===== src/rtl/alu_seq_exec.sv =====
// EX-stage ALU with start/done handshake; logic/arith in 1 cycle, shifts iterate one bit per cycle.
// Define ALU_SEQ_BARREL_EN to replace the iterative shifter with a 1-cycle barrel shifter.
module alu_seq_exec #(
  parameter int WIDTH   = 32,
  parameter int SHAMT_W = 5
) (
  input  logic               clk,
  input  logic               rst_n,
  input  logic               start,
  input  logic [3:0]         alu_op,
  input  logic               shift,
  input  logic [WIDTH-1:0]   op_a,
  input  logic [WIDTH-1:0]   op_b,
  input  logic [SHAMT_W-1:0] shamt,
  output logic               busy,
  output logic               done,
  output logic [WIDTH-1:0]   result,
  output logic               zero,
  output logic               overflow,
  output logic               illegal
);

  localparam logic [3:0] OP_ADD  = 4'b1110;
  localparam logic [3:0] OP_SUB  = 4'b0100;
  localparam logic [3:0] OP_AND  = 4'b0010;
  localparam logic [3:0] OP_OR   = 4'b0011;
  localparam logic [3:0] OP_XOR  = 4'b0111;
  localparam logic [3:0] OP_SLL  = 4'b1010;
  localparam logic [3:0] OP_SRL  = 4'b1000;
  localparam logic [3:0] OP_SRA  = 4'b1001;
  localparam logic [3:0] OP_PASS = 4'b1100;

  typedef enum logic {IDLE, SHIFT} state_t;

  state_t               state_q, state_d;
  logic [SHAMT_W-1:0]   cnt_q, cnt_d;
  logic [WIDTH-1:0]     work_q, work_d;
  logic [3:0]           op_q, op_d;
  logic [WIDTH-1:0]     result_q, result_d;
  logic                 zero_q, zero_d;
  logic                 ovf_q, ovf_d;
  logic                 illegal_q, illegal_d;
  logic                 done_q, done_d;

  logic signed [WIDTH-1:0] sa, sb, sum, diff;
  logic                    legal_op, is_shift_op, bad_op;
  logic                    fin, fin_ovf;
  logic [WIDTH-1:0]        fin_res;

  function automatic logic add_ovf(input logic signed [WIDTH-1:0] a, b, s);
    return (a[WIDTH-1] == b[WIDTH-1]) && (s[WIDTH-1] != a[WIDTH-1]);
  endfunction

  function automatic logic sub_ovf(input logic signed [WIDTH-1:0] a, b, d);
    return (a[WIDTH-1] != b[WIDTH-1]) && (d[WIDTH-1] != a[WIDTH-1]);
  endfunction

  // One-bit step of the iterative shifter; SRA replicates the sign bit.
  function automatic logic [WIDTH-1:0] shift1(input logic [3:0] op, input logic [WIDTH-1:0] v);
    case (op)
      OP_SLL:  return {v[WIDTH-2:0], 1'b0};
      OP_SRL:  return {1'b0, v[WIDTH-1:1]};
      default: return {v[WIDTH-1], v[WIDTH-1:1]};
    endcase
  endfunction

  assign sa   = op_a;
  assign sb   = op_b;
  assign sum  = sa + sb;
  assign diff = sa - sb;

  always_comb begin
    legal_op    = 1'b1;
    is_shift_op = 1'b0;
    case (alu_op)
      OP_ADD, OP_SUB, OP_AND, OP_OR, OP_XOR, OP_PASS: is_shift_op = 1'b0;
      OP_SLL, OP_SRL, OP_SRA:                         is_shift_op = 1'b1;
      default:                                        legal_op    = 1'b0;
    endcase
    bad_op = !legal_op || (shift != is_shift_op);
  end

  always_comb begin
    state_d   = state_q;
    cnt_d     = cnt_q;
    work_d    = work_q;
    op_d      = op_q;
    result_d  = result_q;
    zero_d    = zero_q;
    ovf_d     = ovf_q;
    illegal_d = illegal_q;
    done_d    = 1'b0;
    fin       = 1'b0;
    fin_res   = '0;
    fin_ovf   = 1'b0;
    case (state_q)
      IDLE: begin
        if (start) begin
          illegal_d = bad_op;
          if (bad_op) begin
            fin = 1'b1;
          end else if (is_shift_op) begin
`ifdef ALU_SEQ_BARREL_EN
            fin = 1'b1;
            case (alu_op)
              OP_SLL:  fin_res = op_b << shamt;
              OP_SRL:  fin_res = op_b >> shamt;
              default: fin_res = sb >>> shamt;
            endcase
`else
            if (shamt == '0) begin
              fin     = 1'b1;
              fin_res = op_b;
            end else begin
              state_d = SHIFT;
              work_d  = op_b;
              cnt_d   = shamt;
              op_d    = alu_op;
            end
`endif
          end else begin
            fin = 1'b1;
            case (alu_op)
              OP_ADD: begin fin_res = sum;  fin_ovf = add_ovf(sa, sb, sum);  end
              OP_SUB: begin fin_res = diff; fin_ovf = sub_ovf(sa, sb, diff); end
              OP_AND:  fin_res = op_a & op_b;
              OP_OR:   fin_res = op_a | op_b;
              OP_XOR:  fin_res = op_a ^ op_b;
              default: fin_res = op_a;
            endcase
          end
        end
      end
      SHIFT: begin
        work_d = shift1(op_q, work_q);
        cnt_d  = cnt_q - 1'b1;
        if (cnt_q == SHAMT_W'(1)) begin
          fin     = 1'b1;
          fin_res = shift1(op_q, work_q);
          state_d = IDLE;
        end
      end
      default: state_d = IDLE;
    endcase
    // Result and its flags are committed together on every completion.
    if (fin) begin
      result_d = fin_res;
      zero_d   = (fin_res == '0);
      ovf_d    = fin_ovf;
      done_d   = 1'b1;
    end
  end

  always_ff @(posedge clk or negedge rst_n) begin
    if (!rst_n) begin
      state_q   <= IDLE;
      cnt_q     <= '0;
      work_q    <= '0;
      op_q      <= '0;
      result_q  <= '0;
      zero_q    <= 1'b0;
      ovf_q     <= 1'b0;
      illegal_q <= 1'b0;
      done_q    <= 1'b0;
    end else begin
      state_q   <= state_d;
      cnt_q     <= cnt_d;
      work_q    <= work_d;
      op_q      <= op_d;
      result_q  <= result_d;
      zero_q    <= zero_d;
      ovf_q     <= ovf_d;
      illegal_q <= illegal_d;
      done_q    <= done_d;
    end
  end

  assign busy     = (state_q == SHIFT);
  assign done     = done_q;
  assign result   = result_q;
  assign zero     = zero_q;
  assign overflow = ovf_q;
  assign illegal  = illegal_q;

endmodule


===== config.mk =====
export PLATFORM = sky130hd
export DESIGN_NAME = alu_seq_exec
export DESIGN_NICKNAME = d
export VERILOG_FILES = /design/src/rtl/alu_seq_exec.sv
export SDC_FILE = /design/constraint.sdc
export NUM_CORES = 1
export LEC_CHECK = 0
export ABC_AREA = 1
export CAP_MARGIN = 15
export CELL_PAD_IN_SITES_DETAIL_PLACEMENT = 1
export CELL_PAD_IN_SITES_GLOBAL_PLACEMENT = 2
export CORE_ASPECT_RATIO = 0.7
export CORE_MARGIN = 2
export CORE_UTILIZATION = 33
export DETAILED_ROUTE_END_ITERATION = 8
export GPL_ROUTABILITY_DRIVEN = 0
export PLACE_DENSITY = 0.93
export SYNTH_ARGS = -nofsm -noshare
export SYNTH_HDL_FRONTEND = slang
export SYNTH_SLANG_ARGS = --single-unit

===== constraint.sdc =====
create_clock -name clk -period 5.25 [get_ports clk]
set_input_delay 0.7875 -clock clk [delete_from_list [all_inputs] [get_ports clk]]
set_output_delay 0.7875 -clock clk [all_outputs]
set_load 0.02 [all_outputs]

Word level (Yosys, flattened, before mapping). Index checks and enable logic that the tools add are counted.

Add/sub/neg operators: 3. $mul: 0. Divide/modulo/power cells: 0. Magnitude comparators: 0. Equal/unequal tests: 21. Shift operators: 0. Mux-type cells: 38. Bitwise gates (word level): 6. Reduce and logical (&&, ||, !) cells: 11.

Operators by type and width (count): two-way mux 32 bit (9); one-hot mux 32 bit (2 select lines) (3); one-hot mux 32 bit (5 select lines) (1); adder 32 bit (1); bitwise AND 32 bit (1); zero test 32 bit (1); OR 32 bit (1); subtractor 32 bit (1); bitwise XOR 32 bit (1); equality test 4 bit, second input constant (7); two-way mux 5 bit (4); two-way mux 1 bit (17); one-hot mux 5 bit (2 select lines) (1); OR reduction 9 bit (1); equality test 4 x 2 -> 1 bit, second input constant (2); equality test 4 x 3 -> 1 bit, second input constant (2); != test 2 bit, second input constant (4); one-hot mux 1 bit (2 select lines) (3); equality test 5 x 1 -> 1 bit, second input constant (1); zero test 5 bit (1); AND reduction 5 bit (1); subtractor 5 x 1 -> 5 bit, second input constant (1); != test 1 bit (4); AND reduction 4 bit (1); 7 further kinds (10).

Register bits: 78. Bits in latches: 0. Memory bits (writable): 0. ROM bits: 0. Bits of input ports: 77. Output and inout port bits: 37. Logic and storage cells: 88. Memories: 0.

Logic depth before layout (Yosys ltp). Gate-level depths: netlist of the first run.

Word-level depth: 9. Depth in mapped cells: 24.

Worst setup path before layout of the first run. OpenSTA, ideal clock, no wires.

Kind: input-to-reg. Start: input port op_a[20]. End: register zero_q (netlist: zero). Setup time: 66 ps. Arrival time: 2732 ps. Slack: 2452 ps. Stages on the path: 21. Buffers on the path: 1. Cell sequence: inv_1 > ha_1 > buf_2 > nor2_1 > nand2_1 > nor3_1 > and2_1 > nand2_1 > nand2_1 > nand2_1 > nand3_1 > nand3_1 > nand2_1 > nand2_1 > nand2_1 > nand2_1 > nor2_1 > nand2_1 > nor2_1 > nand3_1 > nand2_1.

Longest elaborated chain between the ends: 7.

Ends and longest elaborated chain: from (decl) (RTL line 12) `input logic [WIDTH-1:0] op_a,`; subtractor 32 bit, or another cell as far along (RTL line 70) `assign diff = sa - sb;`; one-hot mux 32 bit (5 select lines) * (RTL line 123) `case (alu_op)`; two-way mux 32 bit * (RTL line 102) `end else if (is_shift_op) begin`; two-way mux 32 bit * (RTL line 100) `if (bad_op) begin`; two-way mux 32 bit * (RTL line 98) `if (start) begin`; one-hot mux 32 bit (2 select lines) * (RTL line 96) `case (state_q)`; zero test 32 bit * (RTL line 148) `zero_d = (fin_res == '0);`; to (signal assigned) (RTL line 171) `zero_q <= zero_d;`; to (decl) (RTL line 40) `logic zero_q, zero_d;`.

Mark *: on every way between the ends. The rest lies on a longest branch, timed or not. A chain may end at the register's enable or synchronous reset.

Worst setup path after layout of the first run.
Start: input port op_b[29]. End: register zero_q (netlist: zero).

Longest elaborated chain between the ends: 7.

Ends and longest elaborated chain: from (decl) (RTL line 13) `input logic [WIDTH-1:0] op_b,`; subtractor 32 bit, or another cell as far along (RTL line 70); one-hot mux 32 bit (5 select lines) (RTL line 123); two-way mux 32 bit * (RTL line 102); two-way mux 32 bit * (RTL line 100); two-way mux 32 bit * (RTL line 98); one-hot mux 32 bit (2 select lines) * (RTL line 96); zero test 32 bit * (RTL line 148).

Marked as above.

==> metrics.txt, run 1 <==
post-DP HPWL=41,400 um; Hold Vio Cnt, Final=0; EDFF count, synth=0; Crit path buffers/inverters=3; flops & latches, synth=78; proportion of layout cells with a drive suffix above 1=0.0366; RSZ-0062 raised after global routing=false; WP data arrival=4.46 ns; initial drt markers=1,106; Sink Count=78; post-route ant nets=0; hold crit path type=input port to async pin; IO Count=114; smallest hold slack=0.220 ns; filler instances=4,610; most common flop cell mapped by yosys=dfrtp_1; CTS root buffer=clkbuf_16; Worst-path clk slew=0.06 ns; most frequent CP cell=nand2_1; die footprint=35,700 um2; Mapped Nets=2,184; Max Cap Viol=0; H-tree levels=3; CTS tree=yes; DR vias=13,500; synth unique cells=44; setup violators final=0; CTS Hold Bufs=0; deepest clock path buffer count=2; DR DRC count=0; actual slew at the worst max-slew pin=1.01 ns; FF-to-FF Start=op_q[0]; R2R cell count=18; Post-Syn Area=11,300 um2; Final #Nets=2,253; storage element area=1950 um2; leakage=0.00724 uW; register area share after synthesis=0.173; Critical Path End Type=register; synth warn=0; Placed Cells=2,492; worst clock skew=0.0132 ns; Synth async-reset ratio=1.00; CP Data Required Time=5.55 ns; synth-to-layout area growth=15.9%; footprint of the multi-input gates=7660 um2; worst setup path startpoint=op_b[29]; WL final=50,900 um; Initial Utilization=0.336; clk_lat worst skew=0.36 ns; RR Endpoint=zero; vias in the first global route=13,700; antenna violations before repair=0; IR drop worst, VDD=0.247 mV; post-DR wirelength/cell=20.3 um; Avg Synthesized Cell Area=5.64 um2; outcome=complete, no violations; largest net degree at the start of global routing=75; Worst Path Class, Setup=input port to register; Setup Fix Bufs, Post-CTS=0; routed vias/inst=5.39; Tot GR Track Use=0.284; FP Rows=56; period utilization=0.793; global-route wire length before repair=77,400 um; Setup TNS Final=0 ns; most common cell after layout, fill and taps aside=nand2_1; post_cts resized=0; Max Clock Freq=240 MHz; final design utilization=0.389; 1st-pass router iterations=5; most frequent cells in the layout=nand2_1, inv_1, nor2_1, nand3_1; DIE WIDTH=225 um; Num CTS Buffers=9; Top delay family on crit path=simple AND/OR/NAND/NOR gates; Slew Limit Fails=0; IO buf count=113; Startpoint Class=input port; critical path depth=19; diode count=0; min cycle time layout=4.16 ns; r2r setup slk=1.81 ns; Mapped Cells=2,000; fin cells=2,509; slowest stage delay, CP=0.58 ns; critical path's slowest cell=clkdlybuf4s50_1; headroom to the max-slew limit=0.329; chip height=159 um; worst path cell trace=clkdlybuf4s50_1 > inv_1 > ha_1 > inv_1 > nor3_1 > nand2_1 > nor2_1 > nand2_1 > nand2_1 > nand2_1 > nand3_1 > nand3_1 > nand2_1 > nand2_1 > a21oi_1 > nand3_1 > nor2_1 > nand3_1 > nand2_1; Remaining Overflow, GRT=0; PwrDens=295 nW/um2; core area=33,600 um2; Worst Path Max Fanout=11; worst setup path endpoint=zero
==> state kept, by name (all words and copies together) (netlist names) <==
name,flops
overflow,1
op_q,4
work_q,32
illegal,1
cnt_q,5
done,1
result,32
zero,1
busy,1
==> cell usage after synthesis (4+ instances only) <==
cell / n / area share
o211ai_1: 13 / 0.0087
buf_4: 5 / 0.0033
clkbuf_1: 26 / 0.0087
o22ai_1: 23 / 0.013
buf_6: 4 / 0.0040
inv_2: 6 / 0.0020
o21ai_0: 52 / 0.023
nand3b_1: 4 / 0.0027
nor2_2: 7 / 0.0039
buf_2: 35 / 0.016
nand3_1: 188 / 0.083
o21bai_1: 8 / 0.0053
ha_1: 105 / 0.12
buf_1: 5 / 0.0017
nor3_1: 13 / 0.0058
nand2_2: 7 / 0.0039
o221ai_1: 29 / 0.023
a211oi_1: 12 / 0.0080
a21oi_1: 112 / 0.050
a211oi_2: 5 / 0.0055
o21ai_1: 4 / 0.0018
nand2_1: 667 / 0.22
inv_1: 335 / 0.11
nor2_1: 201 / 0.067
dfrtp_1: 78 / 0.17
nand4_1: 21 / 0.012
a21oi_2: 4 / 0.0031
==> power breakdown <==
part | switching (uW) | internal [uW]
combinational | 1450 | 795
clock | 267 | 333
sequential | 166 | 851
==> worst register-to-register path, stage by stage, from the launching register on <==
cell and delay, ns:
dfrtp_1 0.39, nor3_1 0.78, nand2_2 0.06, buf_4 0.34
o21ai_0 0.34, nor2_1 0.07, nand2_1 0.09, nand2_1 0.07
nor2_2 0.16, nand2_1 0.07, nor2_1 0.08, nand2_1 0.06
nor2_1 0.10, nand2_1 0.07, nor2_1 0.27, nand3_1 0.15
nor2_1 0.16, nand3_1 0.09, nand2_1 0.06
==> stage by stage <==
stage	total power [uW]	instance area, um2	setup WS (ns)
floorplan	2340	11300	2.45
global placement	3130	12700	0.841
detailed placement	3200	12800	0.807
CTS	3830	13000	1.17
global route	4150	13100	0.880
finish	3860	13100	1.09
==> kinds of logic after synthesis <==
logic type      after synthesis  synth area share
buf+inv                     420             0.148
simple gates               1122             0.410
flops                        78             0.173
compound gates              270             0.146
fa+ha+maj                   107             0.120
xor+xnor                      3           0.00233
==> final cells by class <==
type	instances	share of cell area
flip-flops and latches	78	0.149
clock buffers	11	0.0186
inverters	344	0.0988
multi-input cells	1502	0.587
well taps	435	0.0417
clock inverters	5	0.00259
repair buffers	134	0.102
==> worst min path at each step <==
stage	from	end	cells past startpoint
4_1_cts	rst_n	result[22]	1
2_1_floorplan	op_q[3]	op_q[3]	2
3_3_place_gp	op_q[3]	op_q[3]	2
6_report	rst_n	result[22]	1
5_1_grt	rst_n	result[22]	1
3_5_place_dp	op_q[3]	op_q[3]	2
==> routing by layer <==
layer,up-vias,part of all wire,track usage
li1,6445,-,-
met1,6493,0.47,0.386
met2,491,0.43,0.455
met3,91,0.067,0.0496
met4,0,0.034,0.0981
met5,-,0,0
Note: power is estimated with default switching activity, not from simulation.
==> run 2: changes to the inputs <==
- CORE_UTILIZATION: 33 -> 31
- PLACE_DENSITY: 0.93 -> 0.89
- clock period: 5.25 -> 4.04 ns (I/O delays scaled with it)
==> metrics.txt, run 2 (synthesis gave the netlist of run 1 again) <==
outcome=complete, no violations; clk_lat worst skew=0.35 ns; Sink Count=78; Worst Path Max Fanout=4; GRT met1 Usage=0.383; DIE WIDTH=232 um; IO Count=114; most common cell after layout, fill and taps aside=nand2_1; post-layout total power=5180 uW; CP Data Required Time=4.32 ns; Final #Nets=2,352; GR Layer Usage met3=0.0574; smallest hold slack=0.319 ns; slowest stage delay, CP=0.48 ns; DR DRC count=0; FP Rows=58; period utilization=0.975; PwrDens=373 nW/um2; Num CTS Buffers=9; setup violators final=0; global routing usage on met2=0.447; most frequent CP cell=nand2_1; die footprint=37,900 um2; post-DP HPWL=44,400 um; Setup TNS Final=0 ns; critical path's slowest cell=clkdlybuf4s50_1; CTS root buffer=clkbuf_16; Clock power frac=0.165; actual slew at the worst max-slew pin=0.803 ns; antenna violations before repair=0; Initial Utilization=0.315; vias in the first global route=14,100; post-route ant nets=0; WP data arrival=4.22 ns; WL final=53,100 um; initial drt markers=995; Worst-path clk slew=0.06 ns; fin cells=2,653; Placed Cells=2,637; Critical Path End Type=register; Startpoint Class=input port; most frequent cells in the layout=nand2_1, inv_1, nor2_1, nand3_1, buf_4; leakage=0.00773 uW; routed vias/inst=5.24; CTS tree=yes; Crit path buffers/inverters=4; Worst Path Class, Setup=input port to register; DR vias=13,900; global-route wire length before repair=80,800 um; P_int=2720 uW; worst clock skew=0.00520 ns; IR drop worst, VDD=0.344 mV; proportion of layout cells with a drive suffix above 1=0.0824; Psw=2460 uW; 1st-pass router iterations=6; core area=35,800 um2; switch share=0.475; min cycle time layout=3.94 ns; Max Clock Freq=254 MHz; Tot GR Track Use=0.279; Seq pwr share=0.254; post-DR wirelength/cell=20.0 um; Logic pwr share=0.581; headroom to the max-slew limit=0.461; worst path cell trace=clkdlybuf4s50_1 > inv_1 > ha_1 > inv_1 > fa_1 > nand2_1 > nand3_1 > nand2_1 > nand2_1 > nand2_1 > o211ai_1 > a21oi_1 > nand3_1 > a21oi_1 > nand2_1 > nor2_1 > buf_4 > nand3_1 > nor2_1 > nand3_1 > nand2_1; H-tree levels=3; largest net degree at the start of global routing=61; Max Cap Viol=0; Most Used Layer, Global Route=met2; Setup Fix Bufs, Post-CTS=0; RSZ-0062 raised after global routing=false; Slew Limit Fails=0; Hold Vio Cnt, Final=0; Remaining Overflow, GRT=0; hold crit path type=input port to async pin; Top delay family on crit path=simple AND/OR/NAND/NOR gates; IO buf count=113; chip height=164 um; diode count=0; deepest clock path buffer count=2; synth-to-layout area growth=23.1%
## run 2: cell count changes in the layout (fill, tap and decap cells not counted)
cell        before  now
clkbuf_8         1    2
clkinvlp_4       2    1
bufinv_16        0    1
ha_2             0    1
a21oi_1        112  111
buf_12           1    2
nand3_2          3    4
nand3_1        188  187
a21oi_2          4    5
buf_4           19  119
ha_1           105  104
buf_16           2    0
clkbuf_1         1    0
## run 2: worst paths after layout
path / start / to / slack [ns] / cells after the start
worst max-delay path: op_a[0] / zero / 0.1 / 21
worst min register to register: op_q[3] / op_q[3] / 0.46 / 2
worst min-delay path: rst_n / work_q[28] / 0.32 / 1
min in group clk: op_q[3] / op_q[3] / 0.46 / 2
worst max register to register: op_q[0] / zero / 0.95 / 13
max in group asynchronous: rst_n / work_q[0] / 2.87 / 2
## run 2: layout make-up
type                    count  area, um2
clock buffers              11        253
clock inverters             5       56.3
fillers                  4914      22000
inverters                 344       1290
multi-input cells        1502       7670
flip-flops and latches     78       1950
well taps                 480        601
repair buffers            233       2050
## run 2: timing repair
action / in CTS / in global routing
setup endpoints to repair: 0 / 1
resized for setup: 0 / 3
hold buffers: 0 / 0
## run 2: power by group through the flow
stage	Sequential, uW	Combinational, uW	Clock, uW
after CTS	1310	2980	873
after global placement	1310	2890	0
after detailed placement	1320	2960	0
final	1310	3010	857
after floorplan	1440	1590	0
after global routing	1350	3320	907
## run 2: layer usage
metal  share of wire  vias up
li1                -     6660
met1            0.46     6670
met2            0.44      495
met3           0.075       81
met4           0.025        0
met5               0        -
## run 2: metrics by stage
| stage | util | worst slack [ns] | cell area, um2 |
|---|---|---|---|
| 3_5_place_dp | 0.378 | -0.276 | 13600 |
| 3_3_place_gp | 0.378 | -0.195 | 13600 |
| 4_1_cts | 0.387 | 0.0818 | 13900 |
| 2_1_floorplan | - | 1.42 | 11300 |
| 5_1_grt | 0.387 | 0.000857 | 13900 |
| 6_report | 0.387 | 0.0995 | 13900 |
